### src/rtl/ras.sv
// Return address stack: circular buffer of predicted return targets.
// Overflow overwrites the oldest entry; the pointer is restorable from checkpoints.
module ras #(
    parameter int RAS_ENTRIES      = 8,
    parameter int RAS_INDEX_WIDTH  = $clog2(RAS_ENTRIES),
    parameter int RAS_TARGET_WIDTH = 31
) (
    input  logic                        CLK,
    input  logic                        nRST,
    input  logic                        push_valid,
    input  logic [RAS_TARGET_WIDTH-1:0] push_target,
    input  logic                        pop_valid,
    input  logic                        restore_valid,
    input  logic [RAS_INDEX_WIDTH-1:0]  restore_index,
    input  logic [RAS_INDEX_WIDTH:0]    restore_count,
    output logic [RAS_TARGET_WIDTH-1:0] pop_target,
    output logic [RAS_INDEX_WIDTH-1:0]  ras_index,
    output logic [RAS_INDEX_WIDTH:0]    ras_count,
    output logic                        ras_empty
);

    localparam int IW = RAS_INDEX_WIDTH;
    localparam int CW = RAS_INDEX_WIDTH + 1;
    localparam int TW = RAS_TARGET_WIDTH;
    localparam logic [CW-1:0] FULL = CW'(RAS_ENTRIES);

    logic [TW-1:0] entry_q [RAS_ENTRIES];
    logic [TW-1:0] entry_d [RAS_ENTRIES];
    logic [IW-1:0] index_q, index_d;
    logic [CW-1:0] count_q, count_d;

    logic [IW-1:0] top_idx;
    logic          empty;

    assign top_idx = index_q - IW'(1);
    assign empty   = (count_q == '0);

    always_comb begin
        entry_d = entry_q;
        index_d = index_q;
        count_d = count_q;
        if (restore_valid) begin
            index_d = restore_index;
            count_d = (restore_count > FULL) ? FULL : restore_count;
        end else if (push_valid && pop_valid && !empty) begin
            // Tail call: replace the top entry in place
            entry_d[top_idx] = push_target;
        end else if (push_valid) begin
            entry_d[index_q] = push_target;
            index_d = index_q + IW'(1);
            count_d = (count_q == FULL) ? FULL : count_q + CW'(1);
        end else if (pop_valid && !empty) begin
            index_d = top_idx;
            count_d = count_q - CW'(1);
        end
    end

    always_ff @(posedge CLK or negedge nRST) begin
        if (!nRST) begin
            for (int i = 0; i < RAS_ENTRIES; i++) begin
                entry_q[i] <= '0;
            end
            index_q <= '0;
            count_q <= '0;
        end else begin
            entry_q <= entry_d;
            index_q <= index_d;
            count_q <= count_d;
        end
    end

    assign pop_target = entry_q[top_idx];
    assign ras_index  = index_q;
    assign ras_count  = count_q;
    assign ras_empty  = empty;

endmodule

### config.mk
export PLATFORM = sky130hd
export DESIGN_NAME = ras
export DESIGN_NICKNAME = d
export VERILOG_FILES = /design/src/rtl/ras.sv
export SDC_FILE = /design/constraint.sdc
export NUM_CORES = 1
export LEC_CHECK = 0
export ABC_CLOCK_PERIOD_IN_PS = 4800
export BUFFER_PORTS_ARGS = -buffer_cell sky130_fd_sc_hd__clkbuf_2
export CAP_MARGIN = 20
export CORE_ASPECT_RATIO = 0.75
export CORE_MARGIN = 8
export CORE_UTILIZATION = 43
export CTS_CLUSTER_DIAMETER = 60
export DETAILED_ROUTE_END_ITERATION = 8
export SLEW_MARGIN = 15
export SYNTH_ARGS = -nofsm -noshare
export SYNTH_HDL_FRONTEND = slang
export SYNTH_SLANG_ARGS = --single-unit
export TNS_END_PERCENT = 50
### constraint.sdc
create_clock -name CLK -period 4.8 [get_ports CLK]
set_input_delay 1.2 -clock CLK [delete_from_list [all_inputs] [get_ports CLK]]
set_output_delay 1.2 -clock CLK [all_outputs]
set_load 0.02 [all_outputs]
After elaboration in Yosys (flattened, before gate mapping)

Index checks and enable logic that the tools add are counted.

Register bits after elaboration: 255
Input bits: 43
Word-level logic and storage cells: 56

Add/sub/neg operators: 4
Magnitude comparators: 5
Eq/ne operators: 2
Muxes and demuxes: 21
Bitwise logic cells: 3
Reduce and logical (&&, ||, !) cells: 11

Operators by type and width:

| cell                                                      | number |
|---|---|
| bitwise mux 248 bit                                       | 2 |
| 2-to-1 mux 248 bit                                        | 2 |
| demux 31 bit (select 3 bit)                               | 2 |
| 2-to-1 mux 31 bit                                         | 4 |
| binary-select mux 31 bit (select 3 bit)                   | 1 |
| 2-to-1 mux 4 bit                                          | 6 |
| 2-to-1 mux 3 bit                                          | 4 |
| greater-or-equal comparator 4 bit (second input constant) | 2 |
| < comparator 4 x 1 -> 1 bit (second input constant)       | 2 |
| NOT 3 -> 4 bit                                            | 2 |
| logical AND 1 bit                                         | 5 |
| adder 4 x 1 -> 4 bit (second input constant)              | 1 |
| equality test 4 bit (second input constant)               | 1 |
| greater-than comparator 4 bit (second input constant)     | 1 |
| zero test 4 bit                                           | 1 |
| AND reduction 2 bit                                       | 2 |
| subtractor 4 x 1 -> 4 bit (second input constant)         | 1 |
| adder 3 x 1 -> 3 bit (second input constant)              | 1 |
| nonzero test 3 bit                                        | 1 |
| subtractor 3 x 1 -> 3 bit (second input constant)         | 1 |
| inequality test 2 bit (second input constant)             | 1 |
| nonzero test 2 bit                                        | 1 |
| zero test 1 bit                                           | 1 |
| NOT 1 bit                                                 | 1 |

Longest topological paths before layout

Depth after elaboration: 8
Mapped depth: 10

Worst setup path after synthesis

Ideal clock, no wire load.

Path type: reg-to-output
Start point: register index_q[0] (netlist: ras_index[0])
End point: output pop_target[10]
Arrival: 2.498 ns
Path slack: 1.102 ns
Stages on the path, launching flop included: 10
Path buffers: 4
Cells stage by stage: dfrtp_1 -> clkbuf_1 -> inv_1 -> ha_1 -> clkbuf_1 -> clkbuf_1 -> clkbuf_1 -> mux4_2 -> nand2_1 -> nand2_1

Longest elaborated chain between the ends: 5

RTL lines:

| element                                              | line | RTL |
|---|---|---|
| from (decl)                                          | 29   | `logic [IW-1:0] index_q, index_d;` |
| from (signal assigned)                               | 67   | `index_q <= index_d;` |
| subtractor 3 x 1 -> 3 bit                            | 35   | `assign top_idx = index_q - IW'(1);` |
| NOT 3 -> 4 bit (not written as such)                 | 72   | `assign pop_target = entry_q[top_idx];` |
| binary-select mux 31 bit (select 3 bit)              | 72   |  |
| 2-to-1 mux 31 bit (not written as such) (2 in a row) | 72   |  |
| to (decl)                                            | 16   | `output logic [RAS_TARGET_WIDTH-1:0] pop_target,` |

Every way passes these cells. The select of a mux whose other input is x is not followed.

Worst setup path in the final report

Start point: register index_q[0] (netlist: ras_index[0])
End point: output pop_target[16]

The elaborated chain is that of the path after synthesis.

==> impl_summary.log <==
[metrics] status: complete, no violations
[metrics] DRC: 0
[metrics] met2 routed WL: 13.0 mm
[metrics] critical path data required time: 3.60 ns
[metrics] largest net degree at the start of global routing: 112
[metrics] CTS tree: built
[metrics] kind of launch point of the worst setup path: flop
[metrics] worst setup margin: 0.329 ns
[metrics] Die Span Y: 165 um
[metrics] largest buffer count on any clock path: 3
[metrics] transition time of the tightest slew-check pin: 0.951 ns
[metrics] worst rel slew slack: 36.6%
[metrics] unrepaired setup endpoints after global routing: false
[metrics] buffers added on ports: 81
[metrics] core region area: 29,200 sq um
[metrics] Net Switching: 2.93 mW
[metrics] post-route fraction of the period consumed by the critical path: 93.1%
[metrics] number of H-tree levels: 1
[metrics] Async S/R FF share, synth: 100%
[metrics] half-perimeter wire length after detailed placement: 17.0 mm
[metrics] Worst path most repeated cell: sky130_fd_sc_hd__nand2_1
[metrics] maximum cell stage delay along the critical path: 0.77 ns
[metrics] number of flops mapped to enable cells by yosys: 0
[metrics] leakage power total: 6.95 nW
[metrics] remaining global-route overflow: 0
[metrics] layout cells sized above 1: 46.2%
[metrics] count of nets after finishing: 935
[metrics] final cell utilization of the core: 49.8%
[metrics] Sinks on Clock Net: 255
[metrics] die width: 215 um
[metrics] number of gates given a new drive strength after cts: 0
[metrics] floorplan die area: 35,600 sq um
[metrics] internal power: 6.52 mW
[metrics] Slowest cell on crit path: sky130_fd_sc_hd__dfrtp_4
[metrics] Synth Register Bits: 255
[metrics] DRT iter0 DRCs: 333
[metrics] wire length per cell after detailed routing: 22.5 um
[metrics] Distinct cells, synth: 50
[metrics] number of inserted diodes: 0
[metrics] post-synth top area share: 49.8%
[metrics] number of global-route vias before repair: 7,713
[metrics] total global routing track utilization: 16.7%
[metrics] layout overhead on the synthesized area: 13.4%
[metrics] maximum fanout count along the critical path: 39
[metrics] total wire length: 29.2 mm
[metrics] first-pass iteration count of the detailed router: 4
[metrics] hold slack: 0.489 ns
[metrics] final critical-path required period: 4.47 ns
[metrics] leading cell types by total area after synthesis: sky130_fd_sc_hd__dfrtp_1 (50%), sky130_fd_sc_hd__mux2_4 (21%), sky130_fd_sc_hd__mux4_2 (11%)
[metrics] share of total power in combinational logic: 37.3%
[metrics] setup TNS: 0 ns
[metrics] post-synthesis instance area: 12,800 sq um
[metrics] Routed met3 length: 844 um
[metrics] clock root buffer master: sky130_fd_sc_hd__clkbuf_16
[metrics] number of top-level design ports: 82
[metrics] clock latency at the later pin of the worst-skew pair: 0.55 ns
[metrics] Max Clock Freq: 224 MHz
[metrics] part of the Yosys area used for sequential elements: 49.8%
[metrics] instance count of the mapped netlist: 814
[metrics] type of element capturing the critical path: primary output
[metrics] kind of path behind the tightest hold check: flop to flop
[metrics] data arrival time of the critical path: 3.27 ns
[metrics] power density relative to cell area: 651 nW/um^2
[metrics] MaxCap Viol Count: 0
[metrics] Peak VDD IR: 0.000337 V
[metrics] setup slack after placement: 0.823 ns
[metrics] total of hold buffers inserted after clock tree synthesis: 0
[metrics] total count of hold-check failures in the final report: 0
[metrics] clock-pin slew on the worst setup and hold paths: 0.06 ns
[metrics] top_reg_cell synth: sky130_fd_sc_hd__dfrtp_1
[metrics] Max Clock Skew: 0.00985 ns
[metrics] clock share of power: 22.1%
[metrics] Met1 Wirelength: 14.9 mm
[metrics] Post-Syn Area per Cell: 15.7 sq um
[metrics] sequence of cells on the critical path: inv_1 > ha_4 > buf_4 > mux4_2 > nand2_1 > nand2_1 > clkbuf_2
[metrics] Final setup viols: 0
[metrics] global-route wire length before repair: 47.3 mm
[metrics] Row Count: 54
[metrics] Synth warnings: 0
[metrics] highest routed metal layer: met4
[metrics] number of antenna violations at the first check in global routing: 0
[metrics] final-report max-slew violation count: 0
[metrics] syn nets: 861
[metrics] number of clock buffers inserted by TritonCTS: 27
[metrics] placer congestion estimate: 0.700
[metrics] # Post-CTS Setup Buffers: 0
[metrics] initial core utilization: 43.9%
[metrics] biggest area consumer among synthesized cells: sky130_fd_sc_hd__dfrtp_1
[metrics] routed via count: 6,960
[metrics] final antenna-violating net count: 0
[metrics] register share of total power: 40.6%
[metrics] type of the setup path with the least slack: flop to primary output
[metrics] fraction of power spent switching nets: 31.0%
[metrics] via/cell ratio: 5.36
-- final cells by class --
cell class	instances	area [sq um]
Timing Repair Buffer	101	641
Sequential cell	255	6380
Inverter	10	40.0
Multi-Input combinational cell	493	6090
Clock buffer	33	728
Tap cell	392	490
Fill cell	2512	14700
Clock inverter	14	153
-- power groups by stage --
stage	sequential, mW	combinational (mW)	clock [mW]
detailed placement	3.84	3.58	0
global route	3.98	3.81	2.25
finish	3.84	3.52	2.09
CTS	3.83	3.58	2.15
floorplan	3.62	2.84	0
global placement	3.84	3.50	0
-- metal layers --
| metal | track usage [%] | up-vias |
|---|---|---|
| met5 | 0 | - |
| met4 | 2.93 | 0 |
| met3 | 2.38 | 35 |
| met2 | 26.3 | 98 |
| met1 | 24.6 | 3700 |
| li1 | - | 3127 |
-- final timing paths --
path	slack (ns)	cells past startpoint	end	from
worst max-delay path	0.33	7	pop_target[16]	ras_index[0]
worst min-delay path	0.49	1	entry_q[152]	entry_q[152]
worst max register to register	1.22	6	entry_q[27]	ras_index[0]
worst min register to register	0.49	1	entry_q[152]	entry_q[152]
max in group asynchronous	3.24	2	entry_q[48]	nRST
min in group asynchronous	0.67	1	ras_count[3]	nRST
-- state kept, by name, summed over array words and instances (netlist names) --
register / count
ras_count: 4
ras_index: 3
entry_q: 248
-- logic make-up after synthesis --
kind of cell / count (synthesis) / share of synthesized area [%]
AO/OA/AOI/OAI: 37 / 2.83
XOR/XNOR: 4 / 0.274
adder cells (fa/ha/maj): 4 / 0.391
buffers and inverters: 66 / 3.43
flip-flops: 255 / 49.8
multiplexers: 310 / 38.0
AND/OR/NAND/NOR: 138 / 5.27
-- stage by stage --
step | power [mW] | instances | instance area (sq um)
after global placement | 7.34 | 1251 | 13600
after CTS | 9.57 | 1298 | 14500
after global routing | 10.0 | 1298 | 14500
after detailed placement | 7.43 | 1251 | 13600
final | 9.45 | 1298 | 14500
after floorplan | 6.46 | 814 | 12800
-- worst max-delay path, delay by kind of cell (launching register included) --
family	cells	cell delay, ns
buffers and inverters	3	0.73
multiplexers	1	0.31
adder cells (fa/ha/maj)	1	0.71
flip-flops	1	0.77
AND/OR/NAND/NOR	2	0.18
-- Yosys cell counts (2+ instances only) --
cell,n
sky130_fd_sc_hd__dfrtp_1,255
sky130_fd_sc_hd__mux2_4,180
sky130_fd_sc_hd__nand2_1,101
sky130_fd_sc_hd__mux2_1,62
sky130_fd_sc_hd__mux4_2,62
sky130_fd_sc_hd__buf_6,19
sky130_fd_sc_hd__clkbuf_1,19
sky130_fd_sc_hd__buf_2,10
sky130_fd_sc_hd__inv_1,9
sky130_fd_sc_hd__o21ai_2,8
sky130_fd_sc_hd__buf_4,6
sky130_fd_sc_hd__mux2_2,6
sky130_fd_sc_hd__nand2b_1,5
sky130_fd_sc_hd__a2111oi_4,4
sky130_fd_sc_hd__a21oi_1,4
sky130_fd_sc_hd__ha_1,4
sky130_fd_sc_hd__nand3b_1,4
sky130_fd_sc_hd__nand4_1,4
sky130_fd_sc_hd__nor4_1,4
sky130_fd_sc_hd__nor4b_2,4
sky130_fd_sc_hd__o31ai_1,3
sky130_fd_sc_hd__xnor2_1,3
sky130_fd_sc_hd__a211oi_1,2
sky130_fd_sc_hd__nor3_1,2
sky130_fd_sc_hd__nor4_2,2
sky130_fd_sc_hd__o211ai_1,2
sky130_fd_sc_hd__o21a_1,2
sky130_fd_sc_hd__o22ai_1,2
sky130_fd_sc_hd__o311ai_0,2
sky130_fd_sc_hd__o32ai_1,2
sky130_fd_sc_hd__or2_2,2
sky130_fd_sc_hd__or3b_1,2
-- layout by cell type (no fill, tap or decap), types with 5 or more instances in the layout --
cell,n
sky130_fd_sc_hd__dfrtp_1,254
sky130_fd_sc_hd__nand2_1,101
sky130_fd_sc_hd__clkbuf_16,27
sky130_fd_sc_hd__clkinv_2,7
sky130_fd_sc_hd__mux2_4,180
sky130_fd_sc_hd__inv_1,9
sky130_fd_sc_hd__nand2b_1,5
sky130_fd_sc_hd__mux2_2,6
sky130_fd_sc_hd__buf_4,14
sky130_fd_sc_hd__clkbuf_2,80
sky130_fd_sc_hd__mux2_1,62
sky130_fd_sc_hd__buf_12,6
sky130_fd_sc_hd__mux4_2,62
sky130_fd_sc_hd__o21ai_4,8
Power figures use the tool's default switching activity.
